### config.mk
export PLATFORM = sky130hd
export DESIGN_NAME = display_frame_seq
export DESIGN_NICKNAME = d
export VERILOG_FILES = /design/src/rtl/display_frame_seq.sv
export SDC_FILE = /design/constraint.sdc
export NUM_CORES = 1
export LEC_CHECK = 0
export BUFFER_PORTS_ARGS = -buffer_cell sky130_fd_sc_hd__buf_2
export CORE_MARGIN = 4
export CORE_UTILIZATION = 45
export DETAILED_ROUTE_END_ITERATION = 12
export HOLD_SLACK_MARGIN = 0.1
export PLACE_DENSITY_LB_ADDON = 0.3
export SYNTH_ARGS = -nofsm -noshare
export SYNTH_HDL_FRONTEND = slang
export SYNTH_SLANG_ARGS = --single-unit
### constraint.sdc
create_clock -name clk -period 2.83 [get_ports clk]
set_clock_uncertainty 0.1 [all_clocks]
set_input_delay 0.1415 -clock clk [delete_from_list [all_inputs] [get_ports clk]]
set_output_delay 0.1415 -clock clk [all_outputs]
set_load 0.03 [all_outputs]
### src/rtl/display_frame_seq.sv
// -----------------------------------------------------------------------------
// display_frame_seq
//   Sequential 7-seg frame generator for the lock front panel. It buffers the
//   entered code one digit at a time and shows each committed digit as DASH.
//   The digit at the cursor previews the live symbol. OPEN/ERR messages are
//   held for MSG_CYCLES clocks. The frame output is registered and goes to the
//   digit-scan driver. The stored code goes to the code comparator.
//
//   Optional feature macro: CURSOR_BLINK_EN
//     When defined, the preview digit alternates between sym_in and BLANK
//     every BLINK_DIV cycles. When undefined, the preview is steady and no
//     blink counter is built.
//
// Ports
//   clk         system clock, all logic on posedge
//   rst         synchronous, active-high reset
//   sym_in      live symbol from keypad/switches
//   sym_commit  1-cycle pulse: store sym_in at the cursor
//   clear       1-cycle pulse: empty the buffer and return to ENTRY
//   show_open   1-cycle pulse: display OPEN_MSG
//   show_err    1-cycle pulse: display ERR_MSG
//   ext_sel     level: frame follows ext_frame
//   ext_frame   external raw frame
//   frame       registered display frame, digit0 in MSBs
//   code        stored code, digit0 in MSBs
//   cursor      committed digit count
//   entry_full  cursor == NUM_DIGITS
//   busy        a message is being shown
// -----------------------------------------------------------------------------
module display_frame_seq #(
  parameter int NUM_DIGITS = 4,
  parameter int SYM_W      = 5,
  parameter int MSG_CYCLES = 100_000_000,
  parameter int BLINK_DIV  = 12_500_000,
  parameter logic [NUM_DIGITS*SYM_W-1:0] OPEN_MSG = 20'b01100111000010101101,
  parameter logic [NUM_DIGITS*SYM_W-1:0] ERR_MSG  = 20'b00000100000111011110
) (
  input  logic                          clk,
  input  logic                          rst,
  input  logic [SYM_W-1:0]              sym_in,
  input  logic                          sym_commit,
  input  logic                          clear,
  input  logic                          show_open,
  input  logic                          show_err,
  input  logic                          ext_sel,
  input  logic [NUM_DIGITS*SYM_W-1:0]   ext_frame,
  output logic [NUM_DIGITS*SYM_W-1:0]   frame,
  output logic [NUM_DIGITS*SYM_W-1:0]   code,
  output logic [$clog2(NUM_DIGITS+1)-1:0] cursor,
  output logic                          entry_full,
  output logic                          busy
);

  localparam int FRAME_W = NUM_DIGITS * SYM_W;
  localparam int CUR_W   = $clog2(NUM_DIGITS + 1);
  localparam int TIMER_W = (MSG_CYCLES > 1) ? $clog2(MSG_CYCLES) : 1;

  localparam logic [SYM_W-1:0] BLANK = '1;
  localparam logic [SYM_W-1:0] DASH  = {1'b1, {(SYM_W-2){1'b0}}, 1'b1};

  typedef enum logic {
    ENTRY = 1'b0,
    MSG   = 1'b1
  } state_t;

  state_t               state_q, state_d;
  logic [FRAME_W-1:0]   msg_q, msg_d;
  logic [TIMER_W-1:0]   timer_q, timer_d;
  logic [FRAME_W-1:0]   code_q, code_d;
  logic [CUR_W-1:0]     cursor_q, cursor_d;
  logic [FRAME_W-1:0]   frame_q, frame_d;
  logic                 full_q;
  logic                 blink_show;

  assign full_q = (cursor_q == CUR_W'(NUM_DIGITS));

  // Next-state logic. Priority: clear > show_err > show_open > per-state work.
  always_comb begin
    // NOTE: every variable gets a default before any branch, so that no path
    // leaves a value unassigned and infers a latch.
    state_d  = state_q;
    msg_d    = msg_q;
    timer_d  = timer_q;
    code_d   = code_q;
    cursor_d = cursor_q;

    if (clear) begin
      state_d  = ENTRY;
      code_d   = '0;
      cursor_d = '0;
      timer_d  = '0;
    end else if (show_err) begin
      state_d = MSG;
      msg_d   = ERR_MSG;
      timer_d = '0;
    end else if (show_open) begin
      state_d = MSG;
      msg_d   = OPEN_MSG;
      timer_d = '0;
    end else begin
      unique case (state_q)
        ENTRY: begin
          // A commit on a full buffer is dropped; the cursor never wraps.
          if (sym_commit && !full_q) begin
            for (int i = 0; i < NUM_DIGITS; i++) begin
              if (cursor_q == CUR_W'(i))
                code_d[(NUM_DIGITS-1-i)*SYM_W +: SYM_W] = sym_in;
            end
            cursor_d = cursor_q + 1'b1;
          end
        end
        MSG: begin
          // timer_q counts completed MSG cycles, so the last one is MSG_CYCLES-1.
          if (timer_q == TIMER_W'(MSG_CYCLES - 1)) begin
            state_d  = ENTRY;
            code_d   = '0;
            cursor_d = '0;
            timer_d  = '0;
          end else begin
            timer_d = timer_q + 1'b1;
          end
        end
        default: state_d = ENTRY;
      endcase
    end
  end

`ifdef CURSOR_BLINK_EN
  localparam int BLINK_W = (BLINK_DIV > 1) ? $clog2(BLINK_DIV) : 1;

  logic [BLINK_W-1:0] blink_cnt_q, blink_cnt_d;
  logic               blink_phase_q, blink_phase_d;

  // Free-running half-period counter; commit and clear restart it in the
  // "show" phase so that a fresh cursor position is visible at once.
  always_comb begin
    blink_cnt_d   = blink_cnt_q;
    blink_phase_d = blink_phase_q;
    if (sym_commit || clear) begin
      blink_cnt_d   = '0;
      blink_phase_d = 1'b1;
    end else if (blink_cnt_q == BLINK_W'(BLINK_DIV - 1)) begin
      blink_cnt_d   = '0;
      blink_phase_d = ~blink_phase_q;
    end else begin
      blink_cnt_d = blink_cnt_q + 1'b1;
    end
  end

  always_ff @(posedge clk) begin
    if (rst) begin
      blink_cnt_q   <= '0;
      blink_phase_q <= 1'b1;
    end else begin
      blink_cnt_q   <= blink_cnt_d;
      blink_phase_q <= blink_phase_d;
    end
  end

  assign blink_show = blink_phase_d;
`else
  assign blink_show = 1'b1;
`endif

  // The frame is built from next-state values. This way every input reaches
  // the registered frame exactly one clock later.
  always_comb begin
    frame_d = '1;
    if (ext_sel) begin
      frame_d = ext_frame;
    end else if (state_d == MSG) begin
      frame_d = msg_d;
    end else begin
      for (int i = 0; i < NUM_DIGITS; i++) begin
        if (CUR_W'(i) < cursor_d)
          frame_d[(NUM_DIGITS-1-i)*SYM_W +: SYM_W] = DASH;
        else if (CUR_W'(i) == cursor_d && blink_show)
          frame_d[(NUM_DIGITS-1-i)*SYM_W +: SYM_W] = sym_in;
        else
          frame_d[(NUM_DIGITS-1-i)*SYM_W +: SYM_W] = BLANK;
      end
    end
  end

  // NOTE: registered state uses non-blocking assignments only. This way all
  // flops sample the values from before the edge, whatever the statement order.
  always_ff @(posedge clk) begin
    if (rst) begin
      state_q  <= ENTRY;
      msg_q    <= '0;
      timer_q  <= '0;
      code_q   <= '0;
      cursor_q <= '0;
      frame_q  <= '1;
    end else begin
      state_q  <= state_d;
      msg_q    <= msg_d;
      timer_q  <= timer_d;
      code_q   <= code_d;
      cursor_q <= cursor_d;
      frame_q  <= frame_d;
    end
  end

  assign frame      = frame_q;
  assign code       = code_q;
  assign cursor     = cursor_q;
  assign entry_full = full_q;
  assign busy       = (state_q == MSG);

endmodule
==> metrics <==
outcome=finished, final reports clean; Vias=3720; synthesized area=4138 µm²; nets=601; type of element capturing the critical path=flip-flop; CP peak stage delay=520 ps; Core Area=8848 µm²; buffers added on ports=76; crit path max-delay cell type=o41ai_1; Leakage=1.989 nW; post-synth top area cell=dfxtp_1; hold wc startpoint=show_open; first-pass GRT wire length=17570 µm; worst slew pin tran=968.0 ps; worst-path cell chain=inv_1 -> ha_1 -> nand2b_1 -> a22o_1 -> a22oi_1 -> a21oi_2 -> buf_4 -> o41ai_1 -> a22oi_1; drt pass-1 iters=5; Final TNS setup=0 ps; initial antenna violation count=0; Hold Crit Class=input pin to flip-flop; Clock Tree Buf Depth=2; number of global-route vias before repair=3517; Final GP Congestion=0.8921; clock latency on the worst-skew pair=360 ps; cell area after layout=5030 µm²; Final setup viols=0; worst path bufs/invs=2; Syn Nets=505; placed cell area=4592 µm²; worst endpoint required time=2940 ps; Mean Syn Cell Area=8.860 µm²; Top cell by count, worst path=a22oi_1; sequential-to-total area share from yosys stat=0.4403; IO Count=77; largest net degree at the start of global routing=43; multiplexer share of the synthesized area=0.05110; routed wire length=10350 µm; layout cells sized above 1=0.2201; dominant synthesized flop cell=dfxtp_1; Final HPWL DP=7443 µm; Max Cap Viol=0; Initial Util=0.4676; Fmax=377.9 MHz; Worst EP arrival=2760 ps; Post-Syn Instances=467; Final ANT Viol Nets=0; CTS tree=yes; Site Rows=34; Post-Synth Adder-Cell Area=0.01814; CP startpoint kind=flip-flop; CP delay by family, top=compound AO/OA/AOI/OAI gates; Setup Crit Path Kind=flip-flop to flip-flop; clk slew on worst S/H paths=90 ps; VDD IR-drop max=0.3107 mV; first-iteration detailed-routing DRC count=380; width of the die=103.9 µm; top cells by area, synth=dfxtp_1 44%, nor2_1 7.4%, mux2i_1 4.8%; CTS sink cnt=91; main combinational cell family by area after synthesis=simple AND/OR/NAND/NOR gates; Final Critical Period=2646 ps; routed length per instance=15.31 µm; Compound-Gate Fraction of Synth Area=0.1551; number of flops mapped to enable cells by yosys=0; max-slew violation count=0; vias per cell=5.503; xor/xnor share of the synthesized area=0.04445; P&R area growth vs syn=21.56%; CTS buffer count=9; Power Density=505.2 nW/µm²; # DRC=0; Syn. warnings=0; Synth top area share=0.4403; Final Hold Vio Count=0; ANT cells=0; Yosys cell types=60; Slew HR=0.3445; die span in y=103.9 µm; root buf cell=clkbuf_8; Congestion Overflow GR=0; total track usage=0.1932; worst-path fanout max=11; Hold Slack=140.7 ps; final cycle utilization of the critical path=0.9350; die area=10790 µm²; #FFs+latches synth=91; RSZ-0062 raised after global routing=false; CTS H-tree depth=3; Post-synth ARST share=0; Simple-Gate Fraction of Synth Area=0.2522; post-layout util=0.5684; Worst R2R Start=cursor[1]; Critical path origin=cursor[1]
-- cell families after synthesis --
| kind of cell | count (synthesis) |
|---|---|
| AOI/OAI and AO/OA | 97 |
| DFF | 91 |
| xor gates and xnor gates | 21 |
| buffers and inverters | 29 |
| muxes | 21 |
| adders and majority gates | 6 |
| and+or+nand+nor | 202 |
-- what timing repair did --
item,4_1_cts,5_1_grt
hold buffers,23,0
setup endpoints to repair,0,2
endpoints found under the hold margin,20,0
setup buffers,0,0
resized for setup,0,1
-- metrics by stage --
| step | setup slack, ps | std cells | total power, mW |
|---|---|---|---|
| floorplan | 188.4 | 467 | 1.542 |
| global placement | 297.7 | 637 | 1.624 |
| detailed placement | 185.5 | 637 | 1.628 |
| CTS | 173.8 | 676 | 2.558 |
| global route | 42.72 | 676 | 2.635 |
| finish | 183.9 | 676 | 2.541 |
-- per-layer routing --
metal	share of wire	GRT usage
met5	0	0
met4	0.010	0.04843
met3	0.074	0.04904
met2	0.43	0.2920
met1	0.48	0.2754
-- where the power goes --
| part | internal (mW) | switching (mW) | total, mW |
|---|---|---|---|
| clock network | 0.422 | 0.493 | 0.915 |
| logic | 0.109 | 0.189 | 0.298 |
| registers | 1.32 | 0.0119 | 1.33 |
| total | 1.85 | 0.694 | 2.54 |
-- Yosys cell counts, types with 3 or more instances --
cell and n:
mux2i_1 20, and2_1 9, and3_2 3, a21oi_1 29, nor3b_1 5, or4_1 3, inv_1 4, nor4_1 11
xor2_1 15, clkbuf_1 17, xnor2_1 6, o21ai_1 3, nor2b_1 9, dfxtp_1 91, or3_1 9, o41ai_1 6
a221o_1 3, a221oi_1 6, nand4_1 7, o31ai_1 5, nand3_1 20, a22oi_1 3, nand2_1 23, o21ai_0 22
or2_2 3, o211ai_1 3, ha_1 6, nor3_1 3, nor2_1 82
-- cell type report --
cell class,instances,area [µm²]
clock buffers,9,123.9
clock inverters,7,82.58
fillers,803,3819
inverters,5,18.77
multi-input cells,347,2161
flip-flops and latches,91,1823
well taps,108,135.1
repair buffers,109,685.7
-- path summary, 6_finish.rpt --
kind                     to  slack (ps)  depth (start not counted)
setup / recovery  frame[11]         180                          9
hold / removal     msg_q[6]         140                          4
setup reg to reg  frame[11]         180                          9
hold reg to reg    msg_q[7]         370                          2
-- tightest hold or removal path: stages --
cell and delay (ps):
buf_2 130, nand2_1 110, a21oi_1 100, nor2_1 90
-- cell usage in the layout, fill, tap and decap left out, types with 3 or more instances in the layout --
cell type and n:
o41ai_1 6, or4_1 3, dlygate4sd3_1 23, nor3b_1 5, a221oi_1 6, ha_1 6, nand2_1 23, nand3_1 20
nor2b_1 9, or2_2 3, a22oi_1 3, and2_1 9, o21ai_0 22, a221o_1 3, a21oi_1 29, nand4_1 7
and3_2 3, inv_1 4, dfxtp_1 90, nor2_1 82, o211ai_1 3, clkbuf_8 9, nor3_1 3, o31ai_1 4
mux2i_1 20, nor4_1 11, o21ai_1 3, xnor2_1 6, buf_4 10, or3_1 9, buf_2 76, xor2_1 15
-- flip-flops by register name (all words and copies together), names as in the netlist --
register / cells
timer_q: 27
busy: 1
msg_q: 20
cursor: 3
code: 20
frame: 20
(Power assumes the default switching activity.)
